--- src/rtl/bus_pkg.sv ---
// Shared defaults and sizing helpers for the bus terminal queues.
package bus_pkg;

    localparam int PCKG_SZ_DEF   = 16;
    localparam int DEEP_FIFO_DEF = 8;
    localparam int CNT_W         = 8;

    // Occupancy must represent 0..depth inclusive, hence depth+1 states.
    function automatic int occ_w(input int depth);
        return $clog2(depth + 1);
    endfunction

endpackage

--- src/rtl/sync_fifo_fwft.sv ---
// First-word-fall-through queue: head is read straight from storage, so a
// packet written at one edge is visible right after it.
module sync_fifo_fwft
    import bus_pkg::*;
#(
    parameter int width = PCKG_SZ_DEF,
    parameter int depth = DEEP_FIFO_DEF
) (
    input  logic                      clk,
    input  logic                      reset,
    input  logic                      wr,
    input  logic [width-1:0]          din,
    input  logic                      rd,
    output logic [width-1:0]          head,
    output logic [occ_w(depth)-1:0]   count,
    output logic [CNT_W-1:0]          lost_cnt,
    output logic                      empty_rd
);

    localparam int cw = occ_w(depth);
    localparam int aw = $clog2(depth);
    localparam logic [cw-1:0]    full_lvl = cw'(depth);
    localparam logic [cw-1:0]    cnt_one  = cw'(1);
    localparam logic [aw-1:0]    ptr_one  = aw'(1);
    localparam logic [CNT_W-1:0] lost_one = CNT_W'(1);

    logic [width-1:0] mem [depth];
    logic [aw-1:0]    wp, rp;
    logic             full, empty, do_wr, do_rd, drop;

    assign full  = (count == full_lvl);
    assign empty = (count == '0);
    assign do_rd = rd & ~empty;
    // A write into a full queue still lands if the head leaves this cycle.
    assign do_wr = wr & (~full | rd);
    assign drop  = wr & full & ~rd;

    assign head     = mem[rp];
    assign empty_rd = rd & empty;

    always_ff @(posedge clk) begin
        if (reset && do_wr)
            mem[wp] <= din;
    end

    // Pointers wrap for free because depth is a power of two.
    always_ff @(posedge clk) begin
        if (!reset) begin
            wp       <= '0;
            rp       <= '0;
            count    <= '0;
            lost_cnt <= '0;
        end else begin
            if (do_wr) wp <= wp + ptr_one;
            if (do_rd) rp <= rp + ptr_one;
            case ({do_wr, do_rd})
                2'b10:   count <= count + cnt_one;
                2'b01:   count <= count - cnt_one;
                default: count <= count;
            endcase
            if (drop && lost_cnt != '1)
                lost_cnt <= lost_cnt + lost_one;
        end
    end

endmodule

--- src/rtl/bus_terminal_fifo.sv ---
// Bus terminal: TX queue from the upstream driver to the bus, RX queue from
// the bus to the downstream monitor. Packets pass through untouched.
module bus_terminal_fifo
    import bus_pkg::*;
#(
    parameter int pckg_sz   = PCKG_SZ_DEF,
    parameter int deep_fifo = DEEP_FIFO_DEF
) (
    input  logic                          clk,
    input  logic                          reset,
    input  logic                          wr_en,
    input  logic [pckg_sz-1:0]            wr_data,
    output logic                          tx_full,
    output logic                          pndng,
    output logic [pckg_sz-1:0]            D_pop,
    input  logic                          pop,
    input  logic                          push,
    input  logic [pckg_sz-1:0]            D_push,
    input  logic                          rd_en,
    output logic [pckg_sz-1:0]            rd_data,
    output logic                          rx_empty,
    output logic [occ_w(deep_fifo)-1:0]   tx_count,
    output logic [occ_w(deep_fifo)-1:0]   rx_count,
    output logic [CNT_W-1:0]              tx_ovf_cnt,
    output logic [CNT_W-1:0]              rx_drop_cnt,
    output logic                          pop_err
);

    localparam int cw = occ_w(deep_fifo);
    localparam logic [cw-1:0] full_lvl = cw'(deep_fifo);

    logic tx_empty_rd;
    logic rx_empty_rd_unused;

    sync_fifo_fwft #(.width(pckg_sz), .depth(deep_fifo)) u_tx (
        .clk      (clk),
        .reset    (reset),
        .wr       (wr_en),
        .din      (wr_data),
        .rd       (pop),
        .head     (D_pop),
        .count    (tx_count),
        .lost_cnt (tx_ovf_cnt),
        .empty_rd (tx_empty_rd)
    );

    // RX reads on an empty queue are silently ignored.
    sync_fifo_fwft #(.width(pckg_sz), .depth(deep_fifo)) u_rx (
        .clk      (clk),
        .reset    (reset),
        .wr       (push),
        .din      (D_push),
        .rd       (rd_en),
        .head     (rd_data),
        .count    (rx_count),
        .lost_cnt (rx_drop_cnt),
        .empty_rd (rx_empty_rd_unused)
    );

    assign pndng    = (tx_count != '0);
    assign tx_full  = (tx_count == full_lvl);
    assign rx_empty = (rx_count == '0);

    always_ff @(posedge clk) begin
        if (!reset) pop_err <= 1'b0;
        else        pop_err <= tx_empty_rd;
    end

endmodule
--- config.mk ---
export PLATFORM = sky130hd
export DESIGN_NAME = bus_terminal_fifo
export DESIGN_NICKNAME = d
export VERILOG_FILES = /design/src/rtl/bus_pkg.sv /design/src/rtl/sync_fifo_fwft.sv /design/src/rtl/bus_terminal_fifo.sv
export SDC_FILE = /design/constraint.sdc
export NUM_CORES = 1
export LEC_CHECK = 0
export ABC_CLOCK_PERIOD_IN_PS = 3200
export BUFFER_PORTS_ARGS = -buffer_cell sky130_fd_sc_hd__buf_2
export CAP_MARGIN = 25
export CORE_MARGIN = 2
export CORE_UTILIZATION = 30
export CTS_CLUSTER_DIAMETER = 40
export CTS_CLUSTER_SIZE = 28
export DETAILED_ROUTE_END_ITERATION = 8
export PLACE_DENSITY_LB_ADDON = 0.15
export SETUP_SLACK_MARGIN = 0.3
export SLEW_MARGIN = 10
export SYNTH_ARGS = -nofsm -noshare
export SYNTH_HDL_FRONTEND = slang
export SYNTH_SLANG_ARGS = --single-unit
--- constraint.sdc ---
create_clock -name clk -period 3.2 [get_ports clk]
set_input_delay 0.64 -clock clk [delete_from_list [all_inputs] [get_ports clk]]
set_output_delay 0.64 -clock clk [all_outputs]
set_load 0.05 [all_outputs]
* Word level (Yosys, flattened, before mapping)
Memories as Yosys holds them, arrays and structs flattened. A register that Yosys moved wholly into a read port is not among the register bits.
Index checks and enable logic that the tools add are counted.
** Storage, ports and cells
- Register bits :: 37
- Bits in writable memories :: 256
- Input port bits :: 38
- Output and inout port bits :: 60
- Word-level logic and storage cells :: 65
- Memories :: 2
** Operators by class
- Add/subtract/negate cells :: 10
- Eq/ne operators :: 8
- Mux-type cells :: 10
- Bitwise gates (word level) :: 17
- Reduce and logical (&&, ||, !) cells :: 9
** Memory list
- u_rx.mem :: depth 8, bits a word 16, rd ports 1, clocked after memory_dff 1, write ports 1, RTL line sync_fifo_fwft.sv:27 : logic [width-1:0] mem [depth];
- u_tx.mem :: depth 8, bits a word 16, rd ports 1, clocked after memory_dff 1, write ports 1, RTL line sync_fifo_fwft.sv:27
** Operators with widths (count)
- adder 8 x 1 -> 8 bit, second input constant :: 2
- != test 8 bit, second input constant :: 2
- case mux 4 bit (2 select lines) :: 2
- adder 3 x 1 -> 3 bit, second input constant :: 4
- two-way mux 3 bit :: 4
- AND 1 bit :: 9
- adder 4 x 1 -> 4 bit, second input constant :: 2
- equality test 4 bit, second input constant :: 2
- logical NOT 4 bit :: 2
- subtractor 4 x 1 -> 4 bit, second input constant :: 2
- NOT 1 bit :: 6
- equality test 2 x 1 -> 1 bit, second input constant :: 2
- equality test 2 bit, second input constant :: 2
- logical AND 1 bit :: 4
- two-way mux 1 bit :: 4
- nonzero test 2 bit :: 2
- nonzero test 4 bit :: 1
- bitwise OR 1 bit :: 2

* Depth between registers and ports, before layout
- Depth after elaboration :: 7
- Mapped depth :: 12
- Mapped depth without buffers :: 11

* By module
Synthesis repeated with hierarchy kept, for this count alone.
** Second synthesis, totals
- Cell total of the unflattened synthesis :: 618
- Area, all modules :: 11905.2 µm²
** By module, submodules not included
- sync_fifo_fwft (u_tx) :: instances 1, cells an instance 306, area each 5989.5 µm², sequential area each 4264.1 µm²
- sync_fifo_fwft (u_rx) :: instances 1, cells an instance 307, area each 5866.9 µm², sequential area each 4264.1 µm²
- bus_terminal_fifo :: instances 1, cells an instance 5, area each 48.8 µm², sequential area each 20.0 µm²

* Least setup slack after synthesis
No wires, ideal clock.
- Path type :: register -> register
- Start :: reg u_rx.count[1]
- End :: reg u_rx.count[2]
- Library setup time :: 0.076 ns
- Data arrival time :: 3.252 ns
- Required time :: 3.124 ns
- Setup slack :: -0.127 ns
- Cell stages (with the launch flop) :: 12
- Path buffers :: 1
- Clock period less this slack :: 3.327 ns
- Path through :: dfxtp_1 -> buf_2 -> nor4_2 -> nand2b_1 -> inv_2 -> ha_1 -> xor2_1 -> ha_1 -> a21oi_1 -> xor2_1 -> or3_1 -> a21boi_0
** On the way
- Elaborated cells on any way between the ends :: 13
- Classes of those cells :: 2 x add/sub; 3 x eq/ne; 1 x mux; 5 x bitwise; 2 x reduce/logical
** RTL lines
- start, declared :: RTL line sync_fifo_fwft.sv:15 : output logic [occ_w(depth)-1:0] count,
- start signal, assigned :: RTL line sync_fifo_fwft.sv:57 : 2'b10: count <= count + cnt_one;
- start signal, assigned :: RTL line sync_fifo_fwft.sv:58 : 2'b01: count <= count - cnt_one;
- start signal, assigned :: RTL line sync_fifo_fwft.sv:59 : default: count <= count;
- logical NOT 4 bit (*)
- net rx_empty :: RTL line bus_terminal_fifo.sv:21 : output logic rx_empty,
- NOT 1 bit (*) :: RTL line sync_fifo_fwft.sv:33 : assign do_rd = rd & ~empty;
- AND 1 bit (*) :: RTL line sync_fifo_fwft.sv:33
- net u_rx.do_rd :: RTL line sync_fifo_fwft.sv:29 : logic full, empty, do_wr, do_rd, drop;
- equality test 2 x 1 -> 1 bit / equality test 2 bit (equally long branches) :: RTL line sync_fifo_fwft.sv:56 : case ({do_wr, do_rd})
- case mux 4 bit (2 select lines) / nonzero test 2 bit (equally long branches)
Mark *: on every way through the listed nets, which the timed path passes. The rest lies on a longest branch.
A chain may end at the register's enable or synchronous reset.

==> metrics.md <==
| Metric | Value |
|---|---|
| MaxCap Viol Count | `0` |
| Main synth FF type | `edfxtp_1` |
| Clk root buf | `clkbuf_16` |
| Fmax | `0.3544 GHz` |
| Seq cells post-synth | `299` |
| CTS buffer count | `45` |
| Worst setup margin | `0.3786 ns` |
| Clk sinks | `299` |
| Final setup viols | `0` |
| Area share of the largest cell type after synthesis | `65.01%` |
| Critical path's largest stage delay | `0.49 ns` |
| Global placement routability congestion | `0.7330` |
| Worst Max-Slew Pin Slew | `0.4493 ns` |
| Dpl ws | `0.3926 ns` |
| Worst-path cell chain | `clkbuf_16, mux4_2, mux2_2, buf_2` |
| H-tree Lvls | `2` |
| Initial Utilization | `30.53%` |
| First-pass GRT wire length | `38.57 mm` |
| Die W | `202.5 microns` |
| Synth area leaders | `edfxtp_1 (65%), mux4_2 (12%), dfxtp_1 (7.3%)` |
| Area Growth Syn to Fin | `25.85%` |
| Final Hold Viols | `0` |
| Endpoint class of the critical path | `primary output` |
| Leakage | `5.102 nW` |
| Core region area | `38740 sq um` |
| Antenna Cells | `0` |
| Pin count of the biggest net entering global routing | `33` |
| Post-Syn Nets | `667` |
| Bufs and invs on worst path | `2` |
| CTS tree | `built` |
| CP top delay family | `multiplexers` |
| Ports | `98` |
| Clock Path Buffers | `3` |
| Vias per cell | `4.588` |
| Setup Crit Path Kind | `reg2out` |
| Initial antenna violation count | `1` |
| TritonRoute pass-1 iters | `4` |
| Drt wl/cell | `19.29 microns` |
| Startpoint Class | `flip-flop` |
| Fin crit share | `88.17%` |
| Post-synth EDFFs | `256` |
| Worst EP required | `2.56 ns` |
| Worst-Skew Late Latency | `0.56 ns` |
| Number of global-route vias before repair | `6507` |
| Die area | `41020 sq um` |
| Fill cells | `3590` |
| Setup TNS | `0 ns` |
| Final-stage net count | `814` |
| Synth unique cells | `44` |
| Slowest CP cell | `mux4_2` |
| Worst Path Max Fanout | `8` |
| GR Overflow Total | `0` |
| Worst relative slew slack | `69.77%` |
| DRT iter0 DRCs | `254` |
| Via count | `6056` |
| Placement row count | `72` |
| Max Slew Vio Count | `0` |
| Leading area contributor after synthesis | `edfxtp_1` |
| Post-route ant nets | `0` |
| Post-synthesis sequential area ratio | `72.29%` |
| Die height | `202.5 microns` |
| Clk_skew | `0.02643 ns` |
| Power per Cell Area | `823.9 nW/um^2` |
| Footprint of the multi-input gates | `3174 sq um` |
| Residual DRC | `0` |
| WL final | `25.46 mm` |
| PortBufs | `97` |
| Share of cells above drive strength 1 | `40.02%` |
| Unrepaired setup endpoints after global routing | `true` |
| Post-DP HPWL | `14.26 mm` |
| FF/Latch Area | `8556 sq um` |
| Asr flop ratio synth | `0%` |
| Minimum clock period | `2.821 ns` |
| Status | `complete, no violations` |
| Min-Delay Path Class | `in2reg` |
| Arrival time at the worst endpoint | `2.18 ns` |
| GRT Util Overall | `12.66%` |
| Synthesized area | `11830 sq um` |
| Max IR drop VDD | `0.4584 mV` |
| Mapped Cells | `618` |
| Syn. warnings | `0` |
| Worst-path clk slew | `0.06 ns` |
| Syn avg cell area | `19.13 sq um` |
[final timing paths]
check	from	to	slack, ns	cells past startpoint
worst min-delay path	wr_data[15]	u_tx.mem[4][15]	0.34	1
worst max register to register	u_rx.count[1]	u_rx.count[2]	0.57	10
worst min register to register	u_tx.rp[1]	flip-flop	0.50	2
worst max-delay path	flip-flop	rd_data[6]	0.38	4
[through the flow]
stage / utilization, % / instances / hold slack [ns] / total power [mW] / area [sq um]
5_1_grt: 38.42 / 1320 / 0.3149 / 12.78 / 14880
3_5_place_dp: 33.77 / 1228 / 0.5012 / 7.230 / 13080
6_report: 38.42 / 1320 / 0.3419 / 12.26 / 14880
2_1_floorplan: - / 618 / 0.4667 / 6.629 / 11860
3_3_place_gp: 33.77 / 1228 / 0.4804 / 7.190 / 13080
4_1_cts: 38.14 / 1319 / 0.3043 / 12.35 / 14770
[layout make-up]
class / instances / share of cell area [%]
Clock buffer: 53 / 8.054
Inverter: 7 / 0.1766
Sequential cell: 299 / 57.49
Timing Repair Buffer: 128 / 6.625
Tap cell: 518 / 4.355
Clock inverter: 31 / 1.967
Multi-Input combinational cell: 284 / 21.33
[state kept, by name, indices dropped and copies added (netlist names), named ones only]
name,count
u_rx.count,4
u_rx.wp,3
u_rx.lost_cnt,8
u_rx.rp,3
u_tx.rp,3
u_tx.count,4
u_tx.mem,128
u_rx.mem,128
u_tx.lost_cnt,8
pop_err,1
u_tx.wp,3
[synthesized netlist by cell type (4+ instances only)]
cell type / count
a21boi_0: 6
and2_1: 26
and3_1: 5
buf_1: 6
buf_2: 11
clkbuf_1: 11
dfxtp_1: 43
edfxtp_1: 256
ha_1: 11
inv_2: 4
mux2_2: 32
mux2i_1: 6
mux4_2: 64
nand2_1: 27
nand2b_1: 9
nand3_1: 5
nand4_1: 5
nor2_1: 12
nor2b_1: 6
nor3_1: 6
o21ai_0: 4
xnor2_1: 14
xor2_1: 13
[placed cells by master, fill, tap and decap left out, types with 6 or more instances in the layout]
cell | netlist | routed
nand2b_1 | 9 | 9
nand2_1 | 27 | 27
dfxtp_1 | 43 | 41
clkbuf_16 | 0 | 48
nor3_2 | 2 | 8
edfxtp_1 | 256 | 256
xor2_1 | 13 | 13
mux2_2 | 32 | 32
mux2i_1 | 6 | 6
a21boi_0 | 6 | 6
buf_6 | 0 | 16
mux4_2 | 64 | 64
buf_4 | 0 | 27
ha_1 | 11 | 11
inv_6 | 0 | 10
clkbuf_1 | 11 | 6
nor2b_1 | 6 | 6
and2_1 | 26 | 26
buf_2 | 11 | 76
xnor2_1 | 14 | 14
nor2_1 | 12 | 12
[report_power, final]
part	internal, mW	total, mW	switching, mW	leakage [nW]
combinational	1.29	2.93	1.64	1.72
sequential	4.39	4.56	0.178	2.66
clock	2.92	4.77	1.85	0.717
total	8.59	12.3	3.67	5.10
[routing by layer]
layer | part of all wire [%] | global-route usage, % | vias to the layer above
li1 | - | - | 2772
met1 | 46 | 16.87 | 3118
met2 | 47 | 20.00 | 112
met3 | 4.4 | 3.531 | 52
met4 | 2.3 | 4.223 | 2
met5 | 0.051 | 0 | -
[cell families (layout without fill, tap and decap cells)]
logic type,count (synthesis),after routing,share of synthesized area (%)
AND/OR/NAND/NOR,121,121,6.275
flip-flops,299,299,72.29
buffers and inverters,35,219,1.227
multiplexers,102,102,15.74
AO/OA/AOI/OAI,23,23,1.301
XOR/XNOR,27,27,2.000
adder cells (fa/ha/maj),11,11,1.164
[repair_timing]
item / in CTS / in global routing
setup endpoints to repair: 24 / 27
setup buffers: 2 / 0
cloned: 5 / 1
hold buffers: 0 / 0
gates resized for setup: 18 / 37
Power figures use the tool's default switching activity.
